[src/rtl/uc_multiciclo.sv]
// uc_multiciclo: multicycle RV64 control unit sequencing fetch/decode/exec/mem/writeback
// with ready handshakes, illegal-opcode and memory-timeout traps.
module uc_multiciclo #(
    parameter int TIMEOUT_CYCLES = 15,
    parameter int COUNT_BITS     = 32
) (
    input  logic                  clk,
    input  logic                  rst,
    input  logic [6:0]            opcode,
    input  logic [2:0]            funct3,
    input  logic [3:0]            alu_flags,
    input  logic                  i_mem_ready,
    input  logic                  d_mem_ready,
    output logic                  i_mem_req,
    output logic                  d_mem_req,
    output logic                  d_mem_we,
    output logic                  rf_we,
    output logic [3:0]            alu_cmd,
    output logic                  alu_src,
    output logic                  pc_src,
    output logic                  rf_src,
    output logic                  pc_we,
    output logic                  halted,
    output logic                  illegal,
    output logic                  bus_error,
    output logic [COUNT_BITS-1:0] instr_count
);
    localparam int WAIT_BITS = $clog2(TIMEOUT_CYCLES + 1);
    localparam logic [WAIT_BITS-1:0] WAIT_MAX = WAIT_BITS'(TIMEOUT_CYCLES);

    typedef enum logic [2:0] {S_FETCH, S_DECODE, S_EXEC, S_MEM, S_WB, S_TRAP} state_t;
    typedef enum logic [2:0] {C_R, C_OPI, C_LOAD, C_JALR, C_STORE, C_BRANCH, C_U, C_JAL} class_t;

    state_t                r_state;
    class_t                r_class;
    logic [WAIT_BITS-1:0]  r_wait;
    logic [COUNT_BITS-1:0] r_count;
    logic [3:0]            r_alu_cmd;
    logic r_i_mem_req, r_d_mem_req, r_d_mem_we, r_rf_we, r_alu_src, r_pc_src, r_rf_src;
    logic r_pc_we, r_halted, r_illegal, r_bus_error;

    class_t     w_class;
    logic       w_valid, w_taken, w_mem, w_go_wb;
    logic [3:0] w_cmd;

    always_comb begin
        w_class = C_R;
        w_valid = 1'b1;
        case (opcode)
            7'b0110011: w_class = C_R;
            7'b0010011: w_class = C_OPI;
            7'b0000011: w_class = C_LOAD;
            7'b1100111: w_class = C_JALR;
            7'b0100011: w_class = C_STORE;
            7'b1100011: begin
                w_class = C_BRANCH;
                w_valid = funct3[2:1] != 2'b01;
            end
            7'b0110111, 7'b0010111: w_class = C_U;
            7'b1101111: w_class = C_JAL;
            default: w_valid = 1'b0;
        endcase
    end

    assign w_cmd = (w_class == C_R)      ? 4'd0 :
                   (w_class == C_STORE)  ? 4'd2 :
                   (w_class == C_BRANCH) ? 4'd3 :
                   (w_class == C_U)      ? 4'd4 :
                   (w_class == C_JAL)    ? 4'd5 : 4'd1;

    // funct3[0] inverts the base condition: BEQ/BNE, BLT/BGE, BLTU/BGEU
    assign w_taken = (funct3[2] ? (funct3[1] ? alu_flags[3] : alu_flags[1] ^ alu_flags[2])
                                : alu_flags[0]) ^ funct3[0];
    assign w_mem   = (r_class == C_LOAD) || (r_class == C_STORE);
    assign w_go_wb = ((r_state == S_EXEC) && !w_mem) || ((r_state == S_MEM) && d_mem_ready);

    always_ff @(posedge clk) begin
        if (rst) begin
            r_state     <= S_FETCH;
            r_class     <= C_R;
            r_wait      <= '0;
            r_count     <= '0;
            r_alu_cmd   <= '0;
            r_i_mem_req <= 1'b0;
            r_d_mem_req <= 1'b0;
            r_d_mem_we  <= 1'b0;
            r_rf_we     <= 1'b0;
            r_alu_src   <= 1'b0;
            r_pc_src    <= 1'b0;
            r_rf_src    <= 1'b0;
            r_pc_we     <= 1'b0;
            r_halted    <= 1'b0;
            r_illegal   <= 1'b0;
            r_bus_error <= 1'b0;
        end else begin
            case (r_state)
                S_FETCH: begin
                    if (!r_i_mem_req) begin
                        r_i_mem_req <= 1'b1;
                    end else if (i_mem_ready) begin
                        r_i_mem_req <= 1'b0;
                        r_state     <= S_DECODE;
                    end else if (r_wait == WAIT_MAX) begin
                        r_i_mem_req <= 1'b0;
                        r_halted    <= 1'b1;
                        r_bus_error <= 1'b1;
                        r_state     <= S_TRAP;
                    end else begin
                        r_wait <= r_wait + 1'b1;
                    end
                end
                S_DECODE: begin
                    if (!w_valid) begin
                        r_halted  <= 1'b1;
                        r_illegal <= 1'b1;
                        r_state   <= S_TRAP;
                    end else begin
                        r_class   <= w_class;
                        r_alu_cmd <= w_cmd;
                        r_alu_src <= !((w_class == C_R) || (w_class == C_BRANCH));
                        r_rf_src  <= w_class == C_LOAD;
                        r_state   <= S_EXEC;
                    end
                end
                S_EXEC: begin
                    if (w_mem) begin
                        r_d_mem_req <= 1'b1;
                        r_d_mem_we  <= r_class == C_STORE;
                        r_wait      <= '0;
                        r_state     <= S_MEM;
                    end
                end
                S_MEM: begin
                    if (d_mem_ready) begin
                        r_d_mem_req <= 1'b0;
                        r_d_mem_we  <= 1'b0;
                    end else if (r_wait == WAIT_MAX) begin
                        r_d_mem_req <= 1'b0;
                        r_d_mem_we  <= 1'b0;
                        r_halted    <= 1'b1;
                        r_bus_error <= 1'b1;
                        r_state     <= S_TRAP;
                    end else begin
                        r_wait <= r_wait + 1'b1;
                    end
                end
                S_WB: begin
                    r_rf_we     <= 1'b0;
                    r_pc_we     <= 1'b0;
                    r_pc_src    <= 1'b0;
                    r_i_mem_req <= 1'b1;
                    r_wait      <= '0;
                    r_state     <= S_FETCH;
                end
                default: r_state <= S_TRAP;
            endcase
            if (w_go_wb) begin
                r_pc_we  <= 1'b1;
                r_rf_we  <= !((r_class == C_STORE) || (r_class == C_BRANCH));
                r_pc_src <= (r_class == C_JAL) || (r_class == C_JALR) || ((r_class == C_BRANCH) && w_taken);
                r_count  <= r_count + 1'b1;
                r_state  <= S_WB;
            end
        end
    end

    assign i_mem_req   = r_i_mem_req;
    assign d_mem_req   = r_d_mem_req;
    assign d_mem_we    = r_d_mem_we;
    assign rf_we       = r_rf_we;
    assign alu_cmd     = r_alu_cmd;
    assign alu_src     = r_alu_src;
    assign pc_src      = r_pc_src;
    assign rf_src      = r_rf_src;
    assign pc_we       = r_pc_we;
    assign halted      = r_halted;
    assign illegal     = r_illegal;
    assign bus_error   = r_bus_error;
    assign instr_count = r_count;
endmodule

[config.mk]
export PLATFORM = sky130hd
export DESIGN_NAME = uc_multiciclo
export DESIGN_NICKNAME = d
export VERILOG_FILES = /design/src/rtl/uc_multiciclo.sv
export SDC_FILE = /design/constraint.sdc
export NUM_CORES = 1
export LEC_CHECK = 0
export CAP_MARGIN = 20
export CORE_MARGIN = 8
export CORE_UTILIZATION = 45
export CTS_BUF_LIST = sky130_fd_sc_hd__clkbuf_4
export DETAILED_ROUTE_END_ITERATION = 10
export HOLD_SLACK_MARGIN = 0.03
export PLACE_DENSITY = 0.78
export SLEW_MARGIN = 0
export SYNTH_ARGS = -nofsm -noshare
export SYNTH_HDL_FRONTEND = slang
export SYNTH_SLANG_ARGS = --single-unit
export TNS_END_PERCENT = 1
[constraint.sdc]
create_clock -name clk -period 1.8 [get_ports clk]
set_input_delay 0.27 -clock clk [delete_from_list [all_inputs] [get_ports clk]]
set_output_delay 0.27 -clock clk [all_outputs]
set_load 0.01 [all_outputs]
## Yosys cells after proc, flatten, opt, wreduce, memory -nomap -nowiden

Cells that the tools add are included.

- Register bits after elaboration: 57
- Input port bits: 18
- Output and inout bits: 47
- Logic and storage cells: 135

- $add $sub $neg: 2
- Equality and inequality tests: 34
- Muxes and demuxes: 48
- Bitwise logic cells: 3
- Reductions and logical operators: 31

Operator list:

| cell | number |
|---|---|
| 3-bit 2-to-1 mux | 12 |
| 32-bit by 1-bit adder with 32-bit output, second input constant | 1 |
| 3-bit == test, second input constant | 8 |
| 1-bit 2-to-1 mux | 22 |
| 7-bit by 6-bit == test with 1-bit output, second input constant | 3 |
| 7-bit == test, second input constant | 3 |
| 3-bit case mux with 7 select lines | 1 |
| 4-bit 2-to-1 mux | 5 |
| 4-bit case mux with 4 select lines | 1 |
| 3-bit by 2-bit == test with 1-bit output, second input constant | 5 |
| 3-bit case mux with 5 select lines | 1 |
| 7-bit by 5-bit == test with 1-bit output, second input constant | 2 |
| 2-bit inequality test, second input constant | 5 |
| 1-bit case mux with 2 select lines | 5 |
| 5-bit AND reduction | 2 |
| 3-bit inequality test, second input constant | 3 |
| 3-bit AND reduction | 3 |
| 2-bit nonzero test | 4 |
| 8-bit OR reduction | 1 |
| 7-bit by 2-bit == test with 1-bit output, second input constant | 1 |
| 3-bit logical NOT | 2 |
| 1-bit logical OR | 6 |
| 4-bit by 1-bit adder with 4-bit output, second input constant | 1 |
| 4-bit == test, second input constant | 1 |
| other kinds (13) | 20 |

## Logic depth before layout (Yosys ltp)

- Depth in word-level cells: 9
- Gate-level depth with buffers: 7
- Mapped depth without buffers: 6

## Least setup slack after synthesis

OpenSTA, ideal clock, no wires.

- Kind: register to register
- From: register r_count[3], in the netlist instr_count[3]
- To: register r_count[29], in the netlist instr_count[29]
- Setup time: 70 ps
- Arrival time: 1728 ps
- Required time: 1730 ps
- Path slack: 2 ps
- Cell stages (with the launch flop): 6
- Path buffers: 0
- Period minus slack after synthesis: 1798 ps
- Cell sequence: dfxtp_1 > nand4_4 > nor3_2 > o211ai_2 > or4_1 > a21oi_1

- Longest elaborated chain between the ends: 1

Ends and longest elaborated chain:

| element | line | text |
|---|---|---|
| from (decl) | 37 | `logic [COUNT_BITS-1:0] r_count;` |
| from (signal assigned) | 161 | `r_count <= r_count + 1'b1;` |
| 32-bit by 1-bit adder with 32-bit output | 161 |  |

Every way passes these cells.
A chain may end at the register's enable or synchronous reset.

## Worst setup path in the final report

- From: register r_count[6], in the netlist instr_count[6]
- To: register r_count[26], in the netlist instr_count[26]

Same word-level chain as after synthesis.

==> reports/results.ini <==
[outcome]
outcome=finished with violations
violations=setup timing

[drt]
drcViolationCount=0
avgViaCountPerCell=5.59
wl_um=8120
drt_iter0_drc=154
dr.pass1.iters=4
vias=3102
postRouteAntennaNets=0
wl_per_cell_um=14.6

[layout]
final_nets=497
final_layout_size_suffix_gt1_share_pct=21.8
area_growth_syn_to_layout_pct=43.9
layoutNonFillerInstCount=555
fin_util_pct=66.8
antenna_cells=0

[power_and_ir_drop]
p_clk_share_pct=31.5
leakagePower_nw=1.51
seqPwrFrac_pct=57.0
p_int_mw=1.67
p_sw_mw=0.552
fin_total_pwr_mw=2.22
power.density_nw_per_um2=527
netSwitchingFraction_pct=24.8
ir_drop_mv=0.324
combinationalPowerShare_pct=11.5

[logic_synthesis]
synth_edf_count=0
synthFlopType=dfxtp_1
synthTopCellsByArea=dfxtp_1 (38%), a21oi_1 (6.0%), xnor2_1 (4.8%), nor2_1 (4.7%), o21ai_0 (4.1%)
synth_fp_nets=381
synth-seq-cells=56
syn_area_um2=2930
synth_cell_type_count=53
syn_avg_cell_area_um2=8.12
yosysSeqAreaShare_pct=38.3
async_reset_ff_share_pct=0
syn_inst=361
netlist.area_leader.share_pct=38.3
synth_area_leader_cell=dfxtp_1
ys_warn_count=0

[timing]
tns_ps=-9.15
skew_ps=11.8
fin_ws_ps=-9.15
finalMaxSlewViolations=0
fin_crit_ps=1810
finalSetupViolations=1
rsz0062_at_grt=yes
clock.fmax_ghz=0.553
hold_viol_final=0
min_period_over_period_pct=101

[floorplanning]
start_util_pct=46.4
die_h_um=96.7
coreArea_um2=6310
fp.dieW_um=96.7
ioPinCount=65
die_area_um2=9350
rows=29

[place]
dpl.hpwl_um=6230
place.gp.congestion=0.877
preCtsSetupSlack_ps=-285
placed_cells=543
numPortBuffers=63

[min_path]
min_delay_worst_endpoint=instr_count[0]$_SDFFE_PP0P_
hold_depth=2
hp-class=input pin to flip-flop
min-delay-start=rst

[clock_tree]
cts_buffers=5
htree_levels=2
clock-sinks=56
cts_tree=done
clk_pin_slew_ps=160
ctsRootBufferMaster=clkbuf_4
clock_path_buffers=2
clk_latency_ps=380
hold_buffers=0

[global_route]
grt_overflow=0
antenna_found_initial=0
grt_pass1_vias=2955
grt_pass1_wl_um=13300
track_usage_pct=16.4
grt_max_degree=27

[job]
drv_cap=0

[worst_setup_path]
startpoint_type=flip-flop
r2r_slack_ps=-9
rr_endpoint=instr_count[26]$_SDFFE_PP0P_
r2r_start=instr_count[6]$_SDFFE_PP0P_
required_ps=2130
worstPathArrival_ps=2140
crit_path_max_fanout=6
ff2ff_path_depth=6
endpoint_kind=flip-flop
path_class=flip-flop to flip-flop

## worst max-delay path, stage by stage (launching register included)
cell	delay [ps]
dfxtp_2	390
nand4_4	160
nor3_4	380
o2111ai_2	210
buf_6	180
or3_4	320
a21oi_2	120
## layer usage
layer	vias to the layer above	GRT usage [%]	routed length [um]
met5	-	0	0
met4	0	6.86	173
met3	13	4.41	413
met2	84	27.6	4030
met1	1462	19.0	3500
li1	1543	-	-
## timing repair
action	4_1_cts	5_1_grt
pin swaps	1	13
resized for setup	1	25
endpoints found under the setup margin	11	24
gates cloned	0	1
buffers inserted	0	3
## placed cells by master (no fill, tap or decap), types with 3 or more instances in the layout
cell type and instances:
buf_4 62, nand2_1 31, a211oi_1 5, mux2i_1 3
o21ai_0 24, nor2_1 36, a21oi_1 34, nand3_1 17
clkbuf_4 5, o211ai_1 5, dfxtp_1 47, and3_1 4
nand4_1 6, o21a_1 3, nor2b_1 4, a31oi_1 3
inv_1 13, nand2b_1 3, xnor2_1 15, xor2_1 5
nor3_1 8, or3_1 11, or4_1 5, dfxtp_2 9
o31ai_1 4, clkdlybuf4s50_1 62
## layout make-up
| cell class | instances | area [um^2] |
|---|---|---|
| Fill cell | 513 | 2100 |
| Timing Repair Buffer | 127 | 1110 |
| Sequential cell | 56 | 1130 |
| Clock inverter | 3 | 42.5 |
| Tap cell | 77 | 96.3 |
| Multi-Input combinational cell | 274 | 1750 |
| Inverter | 13 | 48.8 |
| Clock buffer | 5 | 37.5 |
## through the flow
stage               instance area, um^2  hold WS, ps
detailed placement                 4020          448
finish                             4220          311
global route                       4220          305
floorplan                          2930          467
global placement                   4020          443
CTS                                4110          302
## state kept, by name, summed over array words and instances, names as in the netlist, 3 cells and up
name and flops:
r_state 3, instr_count 32, r_class 3, alu_cmd 3, r_wait 4
## cells in the mapped netlist, types with 6 or more instances
cell type	count
nand3_1	17
nand4_1	6
nor2_1	37
clkbuf_1	9
o21ai_0	24
or3_1	12
inv_1	13
xnor2_1	16
nor3_1	8
dfxtp_1	56
nand2_1	31
a21oi_1	35
a211oi_1	6
buf_2	7
## worst max-delay path by stage
stage,from,endpoint,slack [ps],cells after the start
2_1_floorplan,instr_count[3]$_SDFFE_PP0P_,instr_count[29]$_SDFFE_PP0P_,2,5
3_3_place_gp,opcode[4],alu_cmd[1]$_SDFFE_PP0P_,-160,6
3_5_place_dp,opcode[4],alu_cmd[1]$_SDFFE_PP0P_,-290,6
4_1_cts,instr_count[6]$_SDFFE_PP0P_,instr_count[23]$_SDFFE_PP0P_,3,5
5_1_grt,instr_count[14]$_SDFFE_PP0P_,instr_count[28]$_SDFFE_PP0P_,-120,6
6_report,instr_count[6]$_SDFFE_PP0P_,instr_count[26]$_SDFFE_PP0P_,-9,6
## power groups by stage
stage	Sequential (mW)	Combinational, mW	Clock (mW)
after floorplan	1.30	0.119	0
after global placement	1.29	0.246	0
after detailed placement	1.29	0.251	0
after CTS	1.27	0.253	0.712
after global routing	1.27	0.279	0.767
final	1.27	0.256	0.699
## kinds of logic after synthesis
family                     count (synthesis)  synth area share, %
xor gates and xnor gates                  21                 6.28
muxes                                      3                 1.02
DFF                                       56                 38.3
and+or+nand+nor                          144                 25.5
buffers and inverters                     31                 4.40
AOI/OAI and AO/OA                        103                 23.5
other                                      1                0.128
adders and majority gates                  2                0.854
No activity file was read; power rests on OpenSTA's default activity.
